[config.mk]
export PLATFORM = sky130hd
export DESIGN_NAME = note_decoder
export DESIGN_NICKNAME = d
export VERILOG_FILES = /design/src/rtl/note_decoder.sv
export SDC_FILE = /design/constraint.sdc
export NUM_CORES = 1
export LEC_CHECK = 0
export CAP_MARGIN = 20
export CORE_MARGIN = 2
export CORE_UTILIZATION = 43
export CTS_BUF_LIST = sky130_fd_sc_hd__clkbuf_16
export DETAILED_ROUTE_END_ITERATION = 10
export PLACE_DENSITY = 0.68
export SLEW_MARGIN = 20
export SYNTH_ARGS = -nofsm -noshare
export SYNTH_HDL_FRONTEND = slang
export SYNTH_SLANG_ARGS = --single-unit
[constraint.sdc]
create_clock -name clk -period 3.18 [get_ports clk]
set_input_delay 0.954 -clock clk [delete_from_list [all_inputs] [get_ports clk]]
set_output_delay 0.954 -clock clk [all_outputs]
set_load 0.02 [all_outputs]
[src/rtl/note_decoder.sv]
// note_decoder: measures the period of a square-wave tone in clk cycles and
// classifies it as one of the notes A..G (codes 0..6). The decoded note, a
// lock flag, a one-hot LED image and a one-cycle change pulse are registered
// outputs.
//
// The period boundaries are parameters so the same logic can run at another
// clock rate; the defaults are the 25 MHz values.
//
//   state   | meaning
//   --------+-----------------------------------------------------------
//   IDLE    | no reference edge yet; counter parked at zero
//   ACQUIRE | counting periods, building up matches for a candidate note
//   LOCKED  | a note is confirmed; candidate logic keeps tracking changes
module note_decoder #(
    parameter int CONFIRM    = 2,
    parameter int TIMEOUT    = 250000,
    parameter int MIN_PERIOD = 60000,
    parameter int MAX_PERIOD = 120000,
    parameter int TH_A       = 107425,
    parameter int TH_B       = 98499,
    parameter int TH_C       = 90409,
    parameter int TH_D       = 80395,
    parameter int TH_E       = 73695,
    parameter int TH_F       = 67704
) (
    input  logic       clk,
    input  logic       reset,
    input  logic       tone_in,
    output logic [2:0] note,
    output logic       valid,
    output logic [6:0] led,
    output logic       new_note
);

    typedef enum logic [1:0] {
        IDLE    = 2'd0,
        ACQUIRE = 2'd1,
        LOCKED  = 2'd2
    } state_t;

    localparam logic [19:0] TO_W   = 20'(TIMEOUT);
    localparam logic [19:0] MIN_W  = 20'(MIN_PERIOD);
    localparam logic [19:0] MAX_W  = 20'(MAX_PERIOD);
    localparam logic [19:0] TH_A_W = 20'(TH_A);
    localparam logic [19:0] TH_B_W = 20'(TH_B);
    localparam logic [19:0] TH_C_W = 20'(TH_C);
    localparam logic [19:0] TH_D_W = 20'(TH_D);
    localparam logic [19:0] TH_E_W = 20'(TH_E);
    localparam logic [19:0] TH_F_W = 20'(TH_F);
    localparam logic [2:0]  CONF_W = 3'(CONFIRM);

    state_t      state, state_nxt;
    logic        sync_a, sync_b, sync_d;
    logic        rise;
    logic [19:0] cnt, cnt_nxt;
    logic [2:0]  cand, cand_nxt;
    logic [2:0]  mcnt, mcnt_nxt;
    logic [2:0]  cur_note, cur_note_nxt;
    logic [2:0]  code;
    logic        code_ok;

    // two-flop synchroniser followed by a delay flop for rising-edge detection
    always_ff @(posedge clk) begin
        if (reset) begin
            sync_a <= 1'b0;
            sync_b <= 1'b0;
            sync_d <= 1'b0;
        end else begin
            sync_a <= tone_in;
            sync_b <= sync_a;
            sync_d <= sync_b;
        end
    end

    assign rise = sync_b & ~sync_d;

    // classify the running count; on a rise it equals the measured period
    always_comb begin
        code_ok = (cnt >= MIN_W) && (cnt <= MAX_W);
        if (cnt > TH_A_W)      code = 3'd0;
        else if (cnt > TH_B_W) code = 3'd1;
        else if (cnt > TH_C_W) code = 3'd2;
        else if (cnt > TH_D_W) code = 3'd3;
        else if (cnt > TH_E_W) code = 3'd4;
        else if (cnt > TH_F_W) code = 3'd5;
        else                   code = 3'd6;
    end

    // FSM state, period counter and candidate tracking registers
    always_ff @(posedge clk) begin
        if (reset) begin
            state    <= IDLE;
            cnt      <= '0;
            cand     <= '0;
            mcnt     <= '0;
            cur_note <= '0;
        end else begin
            state    <= state_nxt;
            cnt      <= cnt_nxt;
            cand     <= cand_nxt;
            mcnt     <= mcnt_nxt;
            cur_note <= cur_note_nxt;
        end
    end

    // next-state: edges restart the counter and feed the candidate matcher;
    // an edge in the timeout cycle takes priority over the timeout
    always_comb begin
        state_nxt    = state;
        cnt_nxt      = cnt;
        cand_nxt     = cand;
        mcnt_nxt     = mcnt;
        cur_note_nxt = cur_note;
        case (state)
            IDLE: begin
                cnt_nxt = '0;
                if (rise) begin
                    cnt_nxt   = 20'd1;
                    state_nxt = ACQUIRE;
                end
            end
            ACQUIRE, LOCKED: begin
                if (rise) begin
                    cnt_nxt = 20'd1;
                    if (!code_ok) begin
                        mcnt_nxt = '0;
                    end else begin
                        if (code == cand) begin
                            // saturate at CONFIRM so a steady tone keeps confirming
                            if (mcnt < CONF_W) mcnt_nxt = mcnt + 3'd1;
                        end else begin
                            cand_nxt = code;
                            mcnt_nxt = 3'd1;
                        end
                        if (mcnt_nxt >= CONF_W) begin
                            cur_note_nxt = cand_nxt;
                            state_nxt    = LOCKED;
                        end
                    end
                end else if (cnt >= TO_W) begin
                    state_nxt = IDLE;
                    mcnt_nxt  = '0;
                    cnt_nxt   = '0;
                end else begin
                    cnt_nxt = cnt + 20'd1;
                end
            end
            default: begin
                state_nxt = IDLE;
                cnt_nxt   = '0;
                mcnt_nxt  = '0;
            end
        endcase
    end

    // outputs trail the FSM by one cycle; pulse when lock is gained or the note moves
    always_ff @(posedge clk) begin
        if (reset) begin
            note     <= '0;
            valid    <= 1'b0;
            led      <= '0;
            new_note <= 1'b0;
        end else begin
            note     <= cur_note;
            valid    <= (state == LOCKED);
            led      <= (state == LOCKED) ? (7'b0000001 << cur_note) : 7'b0000000;
            new_note <= (state == LOCKED) && (!valid || (cur_note != note));
        end
    end

endmodule

==> key figures, run 1 <==
Timing
  • Worst clock skew: 6.11 ps
  • Setup Viol. Count Final: 0
  • Fin. Hold Viols: 0
  • F_max: 349 MHz
  • Min Hold Slack: 459 ps
  • Worst-Margin Slew: 567 ps
  • Final min period: 2870 ps
  • RSZ-0062 raised after global routing: no
  • Slew headroom: 61.7%
  • Setup TNS: 0 ps
  • Final Max Tran Viols: 0
  • Period utilization: 90.1%

Detailed routing
  • Iteration-0 DRC Markers: 109
  • Drt first pass iters: 4
  • Routed Antenna Nets: 0
  • Routed Wire Length: 5420 µm
  • Post-DR wirelength/cell: 14.3 µm
  • Via density: 5.65
  • Detailed-route via count: 2146
  • Drt drc: 0

CTS
  • Sink Count: 46
  • CTS resizes: 0
  • Cts bufs inserted: 5
  • Hold-fix buffers, CTS: 0
  • Clock Tree Buf Depth: 2
  • Post-CTS Repair Setup Buffers: 0
  • Clk root buf: clkbuf_16
  • Clock slew at reported path FFs: 70 ps
  • CTS tree: done
  • Worst skew pair latency: 290 ps
  • H-tree lvl count: 2

Worst setup path
  • Crit-path max FO: 13
  • Crit path capture type: flip-flop
  • CP cell instances: nor4bb_1 > nand3_1 > nor4_1 > nand3_1 > a21oi_1 > a21oi_1 > nor3_4 > nand3_2 > mux2_1
  • CP max stage cell: dfxtp_1
  • CP arrival: 3040 ps
  • Reg2reg start: cnt[13]$_SDFF_PP0_
  • Family with the most delay on the worst path: simple AND/OR/NAND/NOR gates
  • Critical Path Start: cnt[13]$_SDFF_PP0_
  • Worst setup SP type: flip-flop
  • Worst Path Required: 3350 ps
  • Max stage delay on crit path: 630 ps
  • WP buf/inv: 0
  • Critical path class: flip-flop to flip-flop

Global routing
  • GRT Total Usage: 18.1%
  • Met1 usage: 22.5%
  • Largest net degree at the start of global routing: 21
  • GRT overflow: 0
  • Initial antenna violation count: 0
  • Vias in the first global route: 1953
  • Grt met2 use: 29.6%
  • First-pass GRT wire length: 9180 µm
  • Met3 Usage GRT: 4.11%
  • GRT busiest layer: met2

Power
  • Worst vdd ir: 0.246 mV
  • Pwr/cell area: 409 nW/µm²
  • Lkg Pwr: 1.01 nW
  • Pwr Total: 1.16 mW

Placed design
  • HPWL after DPL: 3890 µm
  • Placer congestion estimate: 0.901
  • PortBufs: 14

Layout
  • Fillers: 575
  • Nets: 314
  • Antenna diode count: 0
  • Area delta synth->final: 11.2%
  • Layout cell share with drive strength beyond 1: 7.87%

Synthesis
  • Sequential area share after synthesis: 36.2%
  • Post-synth top area cell: dfxtp_1
  • Adder-cell share of the synthesized area: 3.44%
  • Syn Area/Cell: 8.52 µm²
  • Synthesized cell area: 2550 µm²
  • Main synth FF type: dfxtp_1
  • Synth Area in Simple Gates: 30.7%
  • Synth async-reset ratio: 0%
  • Yosys reg bits: 46
  • Post-synth EDFFs: 0
  • Synth Instances: 299
  • Compound-Gate Fraction of Synth Area: 13.7%
  • Mux cell area share after synthesis: 2.90%
  • Synthesis Warnings: 0
  • Top cell type's share of synthesized area: 36.2%
  • XOR/XNOR Fraction of Synth Area: 6.54%
  • Largest family of logic cells by synthesized area: simple AND/OR/NAND/NOR gates
  • Cell variety after synth: 57
  • Synth area leaders: dfxtp_1, nor2_1, xor2_1

Floorplanning
  • Cell Rows: 28
  • IO Count: 15
  • CORE AREA: 5820 µm²
  • Initial Utilization: 43.8%
  • Die width: 81.0 µm
  • Die area: 6550 µm²
  • Die outline height: 81.0 µm

Min path
  • Worst Hold Launch: sync_a$_SDFF_PP0_
  • Hold/Removal Path Class: flip-flop to flip-flop

Job
  • Max cap viols: 0

Status
  • Outcome: complete, no violations
[registers in the layout (all words and copies together), names as in the netlist, 2 cells and up]
name and count:
cnt 20, led 7, cand 3, cur_note 3
mcnt 3, note 3, state 2
[routing by layer]
metal  share of wire, %  vias to the layer above
met5                  0                        -
met4                4.0                        0
met3                6.0                       25
met2                 46                       83
met1                 44                      975
li1                   -                     1063
[final timing paths]
check / endpoint / slack (ps) / depth (start not counted)
worst min register to register: sync_b$_SDFF_PP0_ / 460 / 1
worst max register to register: cur_note[0]$_SDFFE_PP0P_ / 310 / 9
worst max-delay path: cur_note[0]$_SDFFE_PP0P_ / 310 / 9
worst min-delay path: sync_b$_SDFF_PP0_ / 460 / 1
[per-stage QoR]
| stage | std cells | util (%) | area [µm²] | worst slack (ps) |
|---|---|---|---|---|
| after global placement | 372 | 46.1 | 2680 | 402 |
| after CTS | 380 | 48.7 | 2830 | 344 |
| after global routing | 380 | 48.7 | 2830 | 87.4 |
| after detailed placement | 372 | 46.1 | 2680 | 371 |
| final | 380 | 48.7 | 2830 | 314 |
| after floorplan | 300 | - | 2550 | 757 |
[Yosys cell counts (8+ instances only)]
cell and number:
dfxtp_1 46, xnor2_1 8, nor4_1 9, nor2b_1 12, nor2_1 37, nand3_1 9
nand2_1 21, a21oi_1 11, inv_1 10, xor2_1 11, nor3_1 13
[report_power, final]
group	switching [mW]	leakage [nW]	internal, mW	total [mW]
clock	0.229	0.0704	0.295	0.524
sequential	0.00287	0.372	0.580	0.583
combinational	0.0294	0.565	0.0206	0.0499
total	0.261	1.01	0.896	1.16
[logic make-up after synthesis]
group,Yosys count
xor gates and xnor gates,19
adders and majority gates,7
DFF,46
other,1
AOI/OAI and AO/OA,49
and+or+nand+nor,140
buffers and inverters,30
muxes,7
[layout by cell type, fill, tap and decap left out, types with 4 or more instances in the layout]
master	n
nor2b_1	12
ha_1	7
o21ai_0	6
xnor2_1	8
and3_1	6
xor2_1	11
mux2i_1	4
clkdlybuf4s50_1	14
nand2b_1	4
nand4_1	5
nand3_1	9
inv_1	10
a31oi_1	4
nor4_1	9
nand2_1	21
nor3_1	13
dfxtp_1	46
clkbuf_16	5
a21oi_1	11
nor2_1	37
or3_1	4
[cell type report]
cell class              instances  area [µm²]  area share (%)
repair buffers                 17         163            5.74
clock buffers                   5         125            4.42
multi-input cells             224        1470            51.8
well taps                      75        93.8            3.31
clock inverters                 3        25.0           0.884
inverters                      10        37.5            1.33
flip-flops and latches         46         921            32.5
No activity file was read; power rests on OpenSTA's default activity.
==> run 2: changes to the inputs <==
Settings changed: RECOVER_POWER from default to 50.
==> run 2 against run 1 <==
Against the previous run: flip-flop and latch count unchanged; hold slack about the same; routed wire length decreased by 0.39%; clock-buffer cell count unchanged; critical path depth unchanged; clock power about the same; combinational power decreased by 2%.
==> key figures, run 2 (synthesis results as in run 1) <==
Power
  • Worst vdd ir: 0.246 mV
  • Pwr Total: 1.16 mW
  • Lkg Pwr: 1.04 nW
  • Pwr/cell area: 409 nW/µm²

CTS
  • Hold-fix buffers, CTS: 0
  • Clk root buf: clkbuf_16
  • H-tree lvl count: 2
  • CTS resizes: 0
  • Post-CTS Repair Setup Buffers: 0
  • Worst skew pair latency: 290 ps
  • Cts bufs inserted: 5
  • Sink Count: 46
  • CTS tree: done
  • Clock slew at reported path FFs: 70 ps
  • Clock Tree Buf Depth: 2

Detailed routing
  • Drt first pass iters: 4
  • Post-DR wirelength/cell: 14.2 µm
  • Iteration-0 DRC Markers: 108
  • Drt drc: 0
  • Detailed-route via count: 2156
  • Routed Wire Length: 5390 µm
  • Routed Antenna Nets: 0
  • Via density: 5.67

Timing
  • Fin. Hold Viols: 0
  • Period utilization: 90.2%
  • Slew headroom: 44.9%
  • Final min period: 2870 ps
  • Min Hold Slack: 459 ps
  • RSZ-0062 raised after global routing: no
  • Setup Viol. Count Final: 0
  • Worst-Margin Slew: 826 ps
  • Setup TNS: 0 ps
  • F_max: 348 MHz
  • Worst clock skew: 6.15 ps
  • Final Max Tran Viols: 0

Layout
  • Layout cell share with drive strength beyond 1: 7.54%
  • Commonest cells after routing, fill and taps aside: dfxtp_1, nor2_1, nand2_1
  • Area delta synth->final: 11.1%
  • Fillers: 577
  • Antenna diode count: 0
  • Biggest regs: cnt: 20 flops, led: 7 flops
  • Most common cell after layout, fill and taps aside: dfxtp_1
  • Number of flip-flops under the largest register name: 20
  • Core Util, Final: 48.6%
  • Nets: 314
  • Post-route cell area: 2830 µm²
  • Biggest register: cnt

Floorplanning
  • Die area: 6550 µm²
  • CORE AREA: 5820 µm²
  • Die width: 81.0 µm
  • Cell Rows: 28
  • IO Count: 15
  • Initial Utilization: 43.8%
  • Die outline height: 81.0 µm

Placed design
  • Post-Place Cell Area: 2680 µm²
  • HPWL after DPL: 3890 µm
  • PortBufs: 14
  • Placer congestion estimate: 0.901

Min path
  • Hold Path Depth: 1
  • Hold/Removal Path Class: flip-flop to flip-flop

Global routing
  • GRT Total Usage: 18.1%
  • Largest net degree at the start of global routing: 21
  • First-pass GRT wire length: 9180 µm
  • Initial antenna violation count: 0
  • GRT overflow: 0
  • Vias in the first global route: 1953

Worst setup path
  • Critical path class: flip-flop to flip-flop
  • CP cell instances: nor4bb_1 > nand3_1 > nor4_1 > nand3_1 > a21oi_1 > a21oi_1 > nor3_4 > nand3_2 > mux2_1
  • Crit path capture type: flip-flop
  • Max stage delay on crit path: 630 ps
  • R2R setup slack: 310 ps
  • CP max stage cell: dfxtp_1
  • Worst setup SP type: flip-flop
  • CP arrival: 3040 ps
  • Worst Path Required: 3350 ps
  • R2r worst-path depth: 9
  • Crit-path max FO: 13

Job
  • Max cap viols: 0

Status
  • Outcome: complete, no violations
[run 2: cell count changes in the layout (fill, tap and decap cells not counted), sizes merged]
cell	delta
clkdlybuf4s50	-12
dlygate4sd3	+12
buf	-1
clkbuf	+1
[run 2: worst max-delay path, delay by kind of cell (launching register included)]
kind / cells / cell delay [ps]
flops: 1 / 630
simple gates: 6 / 1420
mux: 1 / 340
compound gates: 2 / 360
[run 2: per-stage QoR]
stage / setup slack (ps) / std cells
finish: 310 / 380
global route: 87.4 / 380
CTS: 344 / 380
detailed placement: 371 / 372
global placement: 402 / 372
floorplan: 757 / 300
[run 2: worst paths after layout]
| kind | startpoint | end |
|---|---|---|
| setup / recovery | cnt[13]$_SDFF_PP0_ | cur_note[0]$_SDFFE_PP0P_ |
| setup reg to reg | cnt[13]$_SDFF_PP0_ | cur_note[0]$_SDFFE_PP0P_ |
| hold reg to reg | sync_a$_SDFF_PP0_ | sync_b$_SDFF_PP0_ |
| hold / removal | sync_a$_SDFF_PP0_ | sync_b$_SDFF_PP0_ |
[run 2: layout make-up]
class	instances	area, µm²	area share (%)
clock buffers	5	125	4.42
clock inverters	3	25.0	0.885
inverters	10	37.5	1.33
multi-input cells	224	1470	51.9
flip-flops and latches	46	921	32.6
well taps	75	93.8	3.32
repair buffers	17	159	5.62
[run 2: per-layer routing]
metal | share of wire (%) | GRT usage, % | vias up
met2 | 46 | 29.6 | 82
li1 | - | - | 1065
met5 | 0 | 0 | -
met4 | 3.7 | 9.15 | 0
met3 | 5.8 | 4.11 | 23
met1 | 44 | 22.5 | 986
[run 2: where the power goes]
group,leakage [nW],internal [mW],switching [mW]
Sequential,0.372,0.580,0.00289
Combinational,0.600,0.0197,0.0293
Clock,0.0704,0.295,0.229
